$ cat config.mk
export PLATFORM = sky130hd
export DESIGN_NAME = dec_2to4_strobe_flat
export DESIGN_NICKNAME = d
export VERILOG_FILES = /design/src/rtl/dec_2to4_strobe_pkg.sv /design/src/rtl/dec_2to4_strobe_if.sv /design/src/rtl/dec_2to4_strobe_onehot.sv /design/src/rtl/dec_2to4_strobe.sv /design/src/flat_wrapper.sv
export SDC_FILE = /design/constraint.sdc
export NUM_CORES = 1
export LEC_CHECK = 0
export ABC_AREA = 1
export CORE_ASPECT_RATIO = 0.7
export CORE_MARGIN = 4
export CORE_UTILIZATION = 50
export DETAILED_ROUTE_END_ITERATION = 6
export HOLD_SLACK_MARGIN = 0.08
export PLACE_DENSITY_LB_ADDON = 0.15
export SLEW_MARGIN = 40
export SYNTH_ARGS = -nofsm -noshare
export SYNTH_HDL_FRONTEND = slang
export SYNTH_HIERARCHICAL = 1
export SYNTH_SLANG_ARGS = --single-unit
$ cat constraint.sdc
create_clock -name clk -period 1.4 [get_ports clk]
set_input_delay 0.14 -clock clk [delete_from_list [all_inputs] [get_ports clk]]
set_output_delay 0.14 -clock clk [all_outputs]
set_load 0.01 [all_outputs]
$ cat src/rtl/dec_2to4_strobe_pkg.sv
// Shared definitions for the binary/one-hot encoder-decoder family:
// FSM state encoding and the one-hot width derivation.
package dec_2to4_strobe_pkg;

   typedef enum logic {
      ST_IDLE = 1'b0,
      ST_HOLD = 1'b1
   } dec_state_e;

   function automatic int out_w(input int in_w);
      return 1 << in_w;
   endfunction

endpackage

$ cat src/rtl/dec_2to4_strobe_if.sv
// Code handshake and one-hot result bundle between a command source and the decoder.
// Handshake: a code transfers on a rising edge where code_valid & code_ready are both high;
// code_ready is combinational, and a request seen while code_ready=0 is dropped, not queued.
interface dec_2to4_strobe_if
   import dec_2to4_strobe_pkg::*;
#(
   parameter int IN_W  = 2,
   parameter int CNT_W = 8
);
   localparam int OUT_W = out_w(IN_W);

   logic             en_n;
   logic             code_valid;
   logic [IN_W-1:0]  code;
   logic             code_ready;
   logic [OUT_W-1:0] y;
   logic             y_valid;
   logic             done;
   logic [CNT_W-1:0] acc_cnt;

   modport master (
      output en_n, code_valid, code,
      input  code_ready, y, y_valid, done, acc_cnt
   );

   modport slave (
      input  en_n, code_valid, code,
      output code_ready, y, y_valid, done, acc_cnt
   );

endinterface

$ cat src/rtl/dec_2to4_strobe_onehot.sv
// Combinational binary to one-hot decode with no enable; gating happens in the caller.
module dec_onehot
   import dec_2to4_strobe_pkg::*;
#(
   parameter int IN_W = 2
) (
   input  logic [IN_W-1:0]        code,
   output logic [out_w(IN_W)-1:0] onehot
);

   always_comb begin
      onehot       = '0;
      onehot[code] = 1'b1;
   end

endmodule

$ cat src/rtl/dec_2to4_strobe.sv
// Registered active-low-enable decoder: drives the one-hot line for an accepted code
// for HOLD_CYC clocks, pulses done when the hold ends, and counts accepted codes.
module dec_2to4_strobe
   import dec_2to4_strobe_pkg::*;
#(
   parameter int IN_W     = 2,
   parameter int HOLD_CYC = 4,
   parameter int CNT_W    = 8
) (
   input  logic               clk,
   input  logic               rst_n,
   dec_2to4_strobe_if.slave   bus,
   output dec_state_e         state_dbg
);

   localparam int OUT_W  = out_w(IN_W);
   localparam int HCNT_W = 8;
   localparam logic [HCNT_W-1:0] HOLD_LAST = HCNT_W'(HOLD_CYC - 1);
   localparam logic [CNT_W-1:0]  CNT_MAX   = '1;

   dec_state_e        state_q;
   dec_state_e        state_d;
   logic [HCNT_W-1:0] hcnt_q;
   logic [OUT_W-1:0]  y_q;
   logic              y_valid_q;
   logic              done_q;
   logic [CNT_W-1:0]  acc_cnt_q;

   logic              hold_last;
   logic              code_ready;
   logic              accept;
   logic [OUT_W-1:0]  decoded;

   dec_onehot #(
      .IN_W (IN_W)
   ) u_onehot (
      .code   (bus.code),
      .onehot (decoded)
   );

   // State register
   always_ff @(posedge clk) begin
      if (!rst_n) begin
         state_q <= ST_IDLE;
      end else begin
         state_q <= state_d;
      end
   end

   // Next-state logic; disable wins over any pending transfer
   always_comb begin
      state_d = state_q;
      if (bus.en_n) begin
         state_d = ST_IDLE;
      end else begin
         case (state_q)
            ST_IDLE: if (accept) state_d = ST_HOLD;
            ST_HOLD: if (hold_last) state_d = accept ? ST_HOLD : ST_IDLE;
            default: state_d = ST_IDLE;
         endcase
      end
   end

   // Output/handshake logic: ready in IDLE and on the final hold clock for gapless reload
   always_comb begin
      hold_last  = (state_q == ST_HOLD) && (hcnt_q == HOLD_LAST);
      code_ready = !bus.en_n && ((state_q == ST_IDLE) || hold_last);
      accept     = bus.code_valid && code_ready;
   end

   // Datapath registers; acc_cnt survives a disable but not a reset
   always_ff @(posedge clk) begin
      if (!rst_n) begin
         hcnt_q    <= '0;
         y_q       <= '0;
         y_valid_q <= 1'b0;
         done_q    <= 1'b0;
         acc_cnt_q <= '0;
      end else if (bus.en_n) begin
         hcnt_q    <= '0;
         y_q       <= '0;
         y_valid_q <= 1'b0;
         done_q    <= 1'b0;
      end else begin
         done_q <= hold_last;
         if (accept) begin
            y_q       <= decoded;
            y_valid_q <= 1'b1;
            hcnt_q    <= '0;
            if (acc_cnt_q != CNT_MAX) acc_cnt_q <= acc_cnt_q + 1'b1;
         end else if (hold_last) begin
            y_q       <= '0;
            y_valid_q <= 1'b0;
            hcnt_q    <= '0;
         end else if (state_q == ST_HOLD) begin
            hcnt_q <= hcnt_q + 1'b1;
         end
      end
   end

   assign bus.code_ready = code_ready;
   assign bus.y          = y_q;
   assign bus.y_valid    = y_valid_q;
   assign bus.done       = done_q;
   assign bus.acc_cnt    = acc_cnt_q;
   assign state_dbg      = state_q;

endmodule

$ cat src/flat_wrapper.sv
// flat-port wrapper written by rule: the top's interface ports become plain ports
module dec_2to4_strobe_flat import dec_2to4_strobe_pkg::*;
#(
   parameter int IN_W     = 2,
   parameter int HOLD_CYC = 4,
   parameter int CNT_W    = 8
)
  (clk, rst_n, state_dbg, bus_en_n, bus_code_valid, bus_code, bus_code_ready, bus_y, bus_y_valid, bus_done, bus_acc_cnt);
  dec_2to4_strobe_if #(.IN_W(IN_W), .CNT_W(CNT_W)) bus_i ();
  input  logic clk;
  input  logic rst_n;
  output dec_state_e state_dbg;
  input wire logic [$bits(bus_i.en_n)-1:0] bus_en_n;
  input wire logic [$bits(bus_i.code_valid)-1:0] bus_code_valid;
  input wire logic [$bits(bus_i.code)-1:0] bus_code;
  output wire logic [$bits(bus_i.code_ready)-1:0] bus_code_ready;
  output wire logic [$bits(bus_i.y)-1:0] bus_y;
  output wire logic [$bits(bus_i.y_valid)-1:0] bus_y_valid;
  output wire logic [$bits(bus_i.done)-1:0] bus_done;
  output wire logic [$bits(bus_i.acc_cnt)-1:0] bus_acc_cnt;
  assign bus_i.en_n = bus_en_n;
  assign bus_i.code_valid = bus_code_valid;
  assign bus_i.code = bus_code;
  assign bus_code_ready = bus_i.code_ready;
  assign bus_y = bus_i.y;
  assign bus_y_valid = bus_i.y_valid;
  assign bus_done = bus_i.done;
  assign bus_acc_cnt = bus_i.acc_cnt;
  dec_2to4_strobe #(.IN_W(IN_W), .HOLD_CYC(HOLD_CYC), .CNT_W(CNT_W)) u_core (.clk(clk), .rst_n(rst_n), .bus(bus_i), .state_dbg(state_dbg));
endmodule
Word-level counts from Yosys, hierarchy flattened
Index checks and enable logic that the tools add are counted.
{ "word_totals": {"regBits": 23, "elab_cells": 34, "output_inout_bits": 16, "inputBits": 6} }
{ "classes": {"n_eq_ne": 2, "order_cmp": 2, "bitwise_logic": 3, "n_reduce_logical": 10, "n_addsub": 2, "mux": 9} }
{ "ops": {"columns": ["operator", "n"], "rows": [
  ["$add A8 B1 Y8 const B", 2],
  ["$eq A8 B2 Y1 const B", 1],
  ["$mux W4", 2],
  ["$ne A8 B8 Y1 const B", 1],
  ["$mux W1", 5],
  ["$logic_and A1 B1 Y1", 4],
  ["$reduce_or A4 Y1", 1],
  ["$lt A2 B3 Y1 const B", 1],
  ["$not A1 Y1", 3],
  ["$reduce_and A3 Y1", 1],
  ["$demux W1 S2", 1],
  ["$ge A2 B1 Y1 const B", 1],
  ["$pmux W1 S2", 1],
  ["$reduce_bool A2 Y1", 1],
  ["$reduce_or A2 Y1", 1],
  ["$logic_not A1 Y1", 1],
  ["$logic_or A1 B1 Y1", 1]
]} }

Depth between registers and ports, before layout
{ "logic_depth": {"ltp_word": 8, "mapped_depth": 9, "mapped_depth_nobuf": 9} }

Hierarchy
Netlist, hierarchy kept.
{ "modules_own_cells": {"columns": ["mod", "n_inst", "cells_each", "seq_area_each_um2", "area_each_um2"], "rows": [
  ["dec_2to4_strobe", 1, 147, 460.4, 1152.4],
  ["dec_onehot", 1, 7, 0.0, 26.3]
]} }

Worst setup path before layout
Ideal clock, no wire load.
{ "synth_timing": {"kind": "reg-to-reg", "from": "register u_core.hcnt_q[0]", "to": "register u_core.hcnt_q[7]", "path_buffers": 0, "setup_time_ns": 0.116, "synth_period_minus_slack_ns": 1.340, "t_required_ns": 1.284, "t_arrival_ns": 1.224, "path_stages_with_launch": 9, "slack_ns": 0.060, "cell_sequence": "dfxtp_1 ha_1 nand2_1 nor2_4 nor2_4 nor2_8 nand2_8 nand3_4 nor2_1"} }
{ "synth_between": {"elab_chain_len": 6, "word_cells_on_any_way": 7, "classes_between": "1 x add/sub; 1 x eq/ne; 5 x reduce/logical"} }
{ "synth_rtl": {"columns": ["item", "line", "source"], "rows": [
  ["start: declaration", "dec_2to4_strobe.sv:23", "logic [HCNT_W-1:0] hcnt_q;"],
  ["start signal: assignment", "dec_2to4_strobe.sv:96", "hcnt_q <= hcnt_q + 1'b1;"],
  ["$eq A8 B2 Y1", "dec_2to4_strobe.sv:66", "hold_last = (state_q == ST_HOLD) && (hcnt_q == HOLD_LAST);"],
  ["$logic_and A1 B1 Y1", "dec_2to4_strobe.sv:66", null],
  ["$logic_or A1 B1 Y1", "dec_2to4_strobe.sv:67", "code_ready = !bus.en_n && ((state_q == ST_IDLE) || hold_last);"],
  ["$logic_and A1 B1 Y1", "dec_2to4_strobe.sv:67", null],
  ["net bus_code_ready", "flat_wrapper.sv:16", "output wire logic [$bits(bus_i.code_ready)-1:0] bus_code_ready;"],
  ["$logic_and A1 B1 Y1", "dec_2to4_strobe.sv:68", "accept = bus.code_valid && code_ready;"],
  ["$reduce_or A4 Y1 (no source line)", null, null]
]} }
The timed path passes the listed nets, and every way through them passes these cells.
A chain may end at the register's enable or synchronous reset.

Worst setup path after layout
{ "layout_timing": {"from": "register u_core.hcnt_q[0]", "to": "register u_core.hcnt_q[1]"} }
{ "layout_between": {"elab_chain_len": 6, "word_cells_on_any_way": 7, "classes_between": "1 x add/sub; 1 x eq/ne; 5 x reduce/logical"} }
{ "layout_rtl": {"columns": ["item", "line"], "rows": [
  ["$eq A8 B2 Y1", "dec_2to4_strobe.sv:66"],
  ["$logic_and A1 B1 Y1", "dec_2to4_strobe.sv:66"],
  ["$logic_or A1 B1 Y1", "dec_2to4_strobe.sv:67"],
  ["$logic_and A1 B1 Y1", "dec_2to4_strobe.sv:67"],
  ["$logic_and A1 B1 Y1", "dec_2to4_strobe.sv:68"],
  ["$reduce_or A4 Y1 (no source line)", null]
]} }
Several ways; a longest one is shown, not always the timed one.

==> qor.csv <==
metric,value,unit
DPL Wire Length,2.09,mm
maximum number of pins on one net before global-route repair,15,
biggest fanout along the worst timing path,8,
detailed-route vias per instance,5.33,
slowest cell on the critical path,sky130_fd_sc_hd__dfxtp_2,
worst-case setup margin in the final layout,-0.0624,ns
number of pins exceeding their max-slew limit in the final report,0,
worst-case clock skew,0.00567,ns
design area,1840,um2
Final period util,104,%
arrival time of the worst setup path,1.72,ns
initial drt markers,80,
Bufs on Longest Clock Path,2,
violated checks,setup timing,
clk slew on worst S/H paths,0.14,ns
number of instances in the synthesized netlist,154,
number of nets still failing antenna checks after routing,0,
final routed wirelength across all metal layers,3.39,mm
Slew headroom,79.4,%
mean routed wirelength per cell,14.1,um
cell area power density,642,nW/um2
leakage power figure,0.943,nW
count of distinct cell types in the synthesized netlist,25,
"Primary FF master, synth",sky130_fd_sc_hd__dfxtp_1,
internal power component,0.857,mW
root buffer cell,sky130_fd_sc_hd__clkbuf_4,
synthesized flop and latch total,23,
worst min-delay path startpoint,u_core/bus.y[1],
# nets final,217,
cell seen most often among critical-path stages,sky130_fd_sc_hd__nor2_4,
via count of the first global-routing pass,1200,
maximum cell stage delay along the critical path,0.36,ns
"Async S/R FF share, synth",0,%
count of flip-flops with a built-in enable after synthesis,0,
Die Height,48.6,um
"Seq/Total Area, Yosys",39.1,%
class of the most critical setup path,reg2reg,
count of unresolved DRC violations after routing,0,
total nets after synthesis,162,
largest voltage drop on the vdd net,0.657,mV
CP top delay family,simple AND/OR/NAND/NOR gates,
combinational power share,16.1,%
starting utilization of the core area,53.8,%
cell row count,14,
sink count of the clock tree,23,
Antenna diodes,0,
final setup TNS,-0.416,ns
Total Routing Usage GR,22.0,%
count of synthesis-stage warnings from yosys,6,
count of cells along the worst hold path,2,
capturing element type of the critical path,register,
total power draw,1.18,mW
Reg2Reg Capture Point,u_core/hcnt_q[1],
post-synthesis instance area,1180,um2
fraction of layout instances using a drive strength above 1,37.5,%
reg2reg start,u_core/hcnt_q[0],
clock insertion delay at the later pin of the skew report,0.32,ns
data required time of the critical path,1.66,ns
worst hold path type,reg2reg,
worst-case reg-to-reg path depth,9,
core outline area,2190,um2
multi-input logic area,758,um2
boundary pin count,22,
horizontal extent of the die,66.0,um
iteration count of the initial detailed-routing pass,4,
most repeated cell in the gate-level netlist after synthesis,sky130_fd_sc_hd__nand2_1,
Switching Fraction,27.5,%
instance area after placement,1590,um2
status,"complete, but fails checks",
CTS buffer count,3,
number of H-tree levels,1,
Post-CTS Hold Buffers,0,
dominant cells by area after synthesis,"sky130_fd_sc_hd__dfxtp_1 (39%), sky130_fd_sc_hd__nand2_1 (11%), sky130_fd_sc_hd__nor2_1 (8.3%), sky130_fd_sc_hd__nand4_1 (5.8%), sky130_fd_sc_hd__inv_1 (4.8%)",
die area,3210,um2
total number of vias,1280,
Max Clock Freq,684,MHz
min cycle time layout,1.46,ns
library cell with the largest summed area after synthesis,sky130_fd_sc_hd__dfxtp_1,
final hold violation count,0,
cell breakdown of the critical path,ha_4 > nand2_4 > nor2_4 > nor2_4 > nor2_8 > buf_6 > nand2_8 > nand3_4 > a21oi_2,
power dissipated by switching net loads,0.326,mW
final RePlAce weighted congestion,0.844,
clock tree from TritonCTS,yes,
Setup crit start kind,register,
Clk network pwr share,27.8,%
"Endpoint, Worst Hold",u_core/bus.y[1],
area occupied by registers,480,um2
Syn-to-layout area delta,56.3,%
Buffers on Ports,21,
unrepaired setup endpoints after global routing,true,
Final setup viols,15,
R2R setup slack,-0.06,ns
Max-cap violations,0,
synthesized area divided by synthesized cell count,7.65,um2
post-synth top area share,39.1,%
Fillers,127,
overflow left after global routing,0,
Synth top cells by count,"sky130_fd_sc_hd__nand2_1 (34), sky130_fd_sc_hd__nor2_1 (26), sky130_fd_sc_hd__dfxtp_1 (23)",
global-route wire length before repair,5.52,mm
initial antenna violation count,0,
worst slew pin tran,0.309,ns
portion of total power attributed to sequential cells,56.2,%
worst path buffer plus inverter count,1,
[how the worst max path moves through the flow]
stage,from,end,depth (start not counted)
after floorplan,u_core/hcnt_q[0],u_core/hcnt_q[7],8
after global placement,u_core/hcnt_q[0],bus_code_ready,6
after detailed placement,u_core/hcnt_q[0],bus_code_ready,6
after CTS,u_core/hcnt_q[0],bus_code_ready,6
after global routing,u_core/hcnt_q[0],u_core/hcnt_q[1],9
final,u_core/hcnt_q[0],u_core/hcnt_q[1],9
[layout make-up]
type / instances / share of cell area (%)
Tap cell: 32 / 2.17
Clock inverter: 1 / 0.408
Timing Repair Buffer: 51 / 25.5
Clock buffer: 3 / 1.22
Inverter: 16 / 3.40
Multi-Input combinational cell: 114 / 41.2
Sequential cell: 23 / 26.1
[per-stage QoR]
step	hold WS (ns)	instances	util, %	setup slack [ns]
after floorplan	0.260	154	-	0.0605
after global placement	0.455	228	72.6	-0.120
after detailed placement	0.465	228	72.6	-0.162
after CTS	0.483	238	79.8	-0.0374
after global routing	0.486	240	84.1	-0.130
final	0.479	240	84.1	-0.0624
[layout by cell type (no fill, tap or decap), drive strengths merged, types with 6 or more instances in the layout]
cell / n
inv: 16
nand4: 13
dfxtp: 23
xor2: 6
a21oi: 7
nor2: 32
dlymetal6s2s: 10
nand3: 9
buf: 31
nand2: 37
[kinds of logic (layout without fill, tap and decap cells)]
| family | Yosys count | count (layout) | share of synthesized area [%] |
|---|---|---|---|
| compound gates | 9 | 9 | 4.46 |
| xor+xnor | 10 | 10 | 7.43 |
| fa+ha+maj | 2 | 2 | 2.12 |
| buf+inv | 18 | 71 | 6.26 |
| flops | 23 | 23 | 39.1 |
| simple gates | 92 | 93 | 40.7 |
[flip-flops by register name, summed over array words and instances, names as in the netlist]
| register | flops |
|---|---|
| u_core/bus.acc_cnt | 8 |
| u_core/bus.done | 1 |
| u_core/bus.y | 4 |
| u_core/bus.y_valid | 1 |
| u_core/hcnt_q | 8 |
| u_core/state_dbg | 1 |
[tightest hold or removal path, cell delays in order, from the launching register on]
cell	delay [ns]
sky130_fd_sc_hd__dfxtp_1	0.34
sky130_fd_sc_hd__nand4_1	0.07
sky130_fd_sc_hd__nand2_1	0.04
[power groups by stage]
stage	sequential (mW)	clock, mW	combinational (mW)
after floorplan	0.688	0	0.0735
after global placement	0.683	0	0.154
after detailed placement	0.683	0	0.158
after CTS	0.668	0.331	0.174
after global routing	0.666	0.380	0.203
final	0.664	0.328	0.190
[layer usage]
metal,up-vias,GRT usage [%],share of wire [%]
li1,607,-,-
met1,595,28.7,43
met2,69,34.6,46
met3,9,6.02,8.5
met4,0,7.77,2.3
met5,-,0,0
[timing repair]
action,CTS,global route
setup endpoints to repair,31,32
buffers inserted,6,2
pin swaps,12,12
gates cloned,1,0
gates resized for setup,36,28
Power figures use the tool's default switching activity.
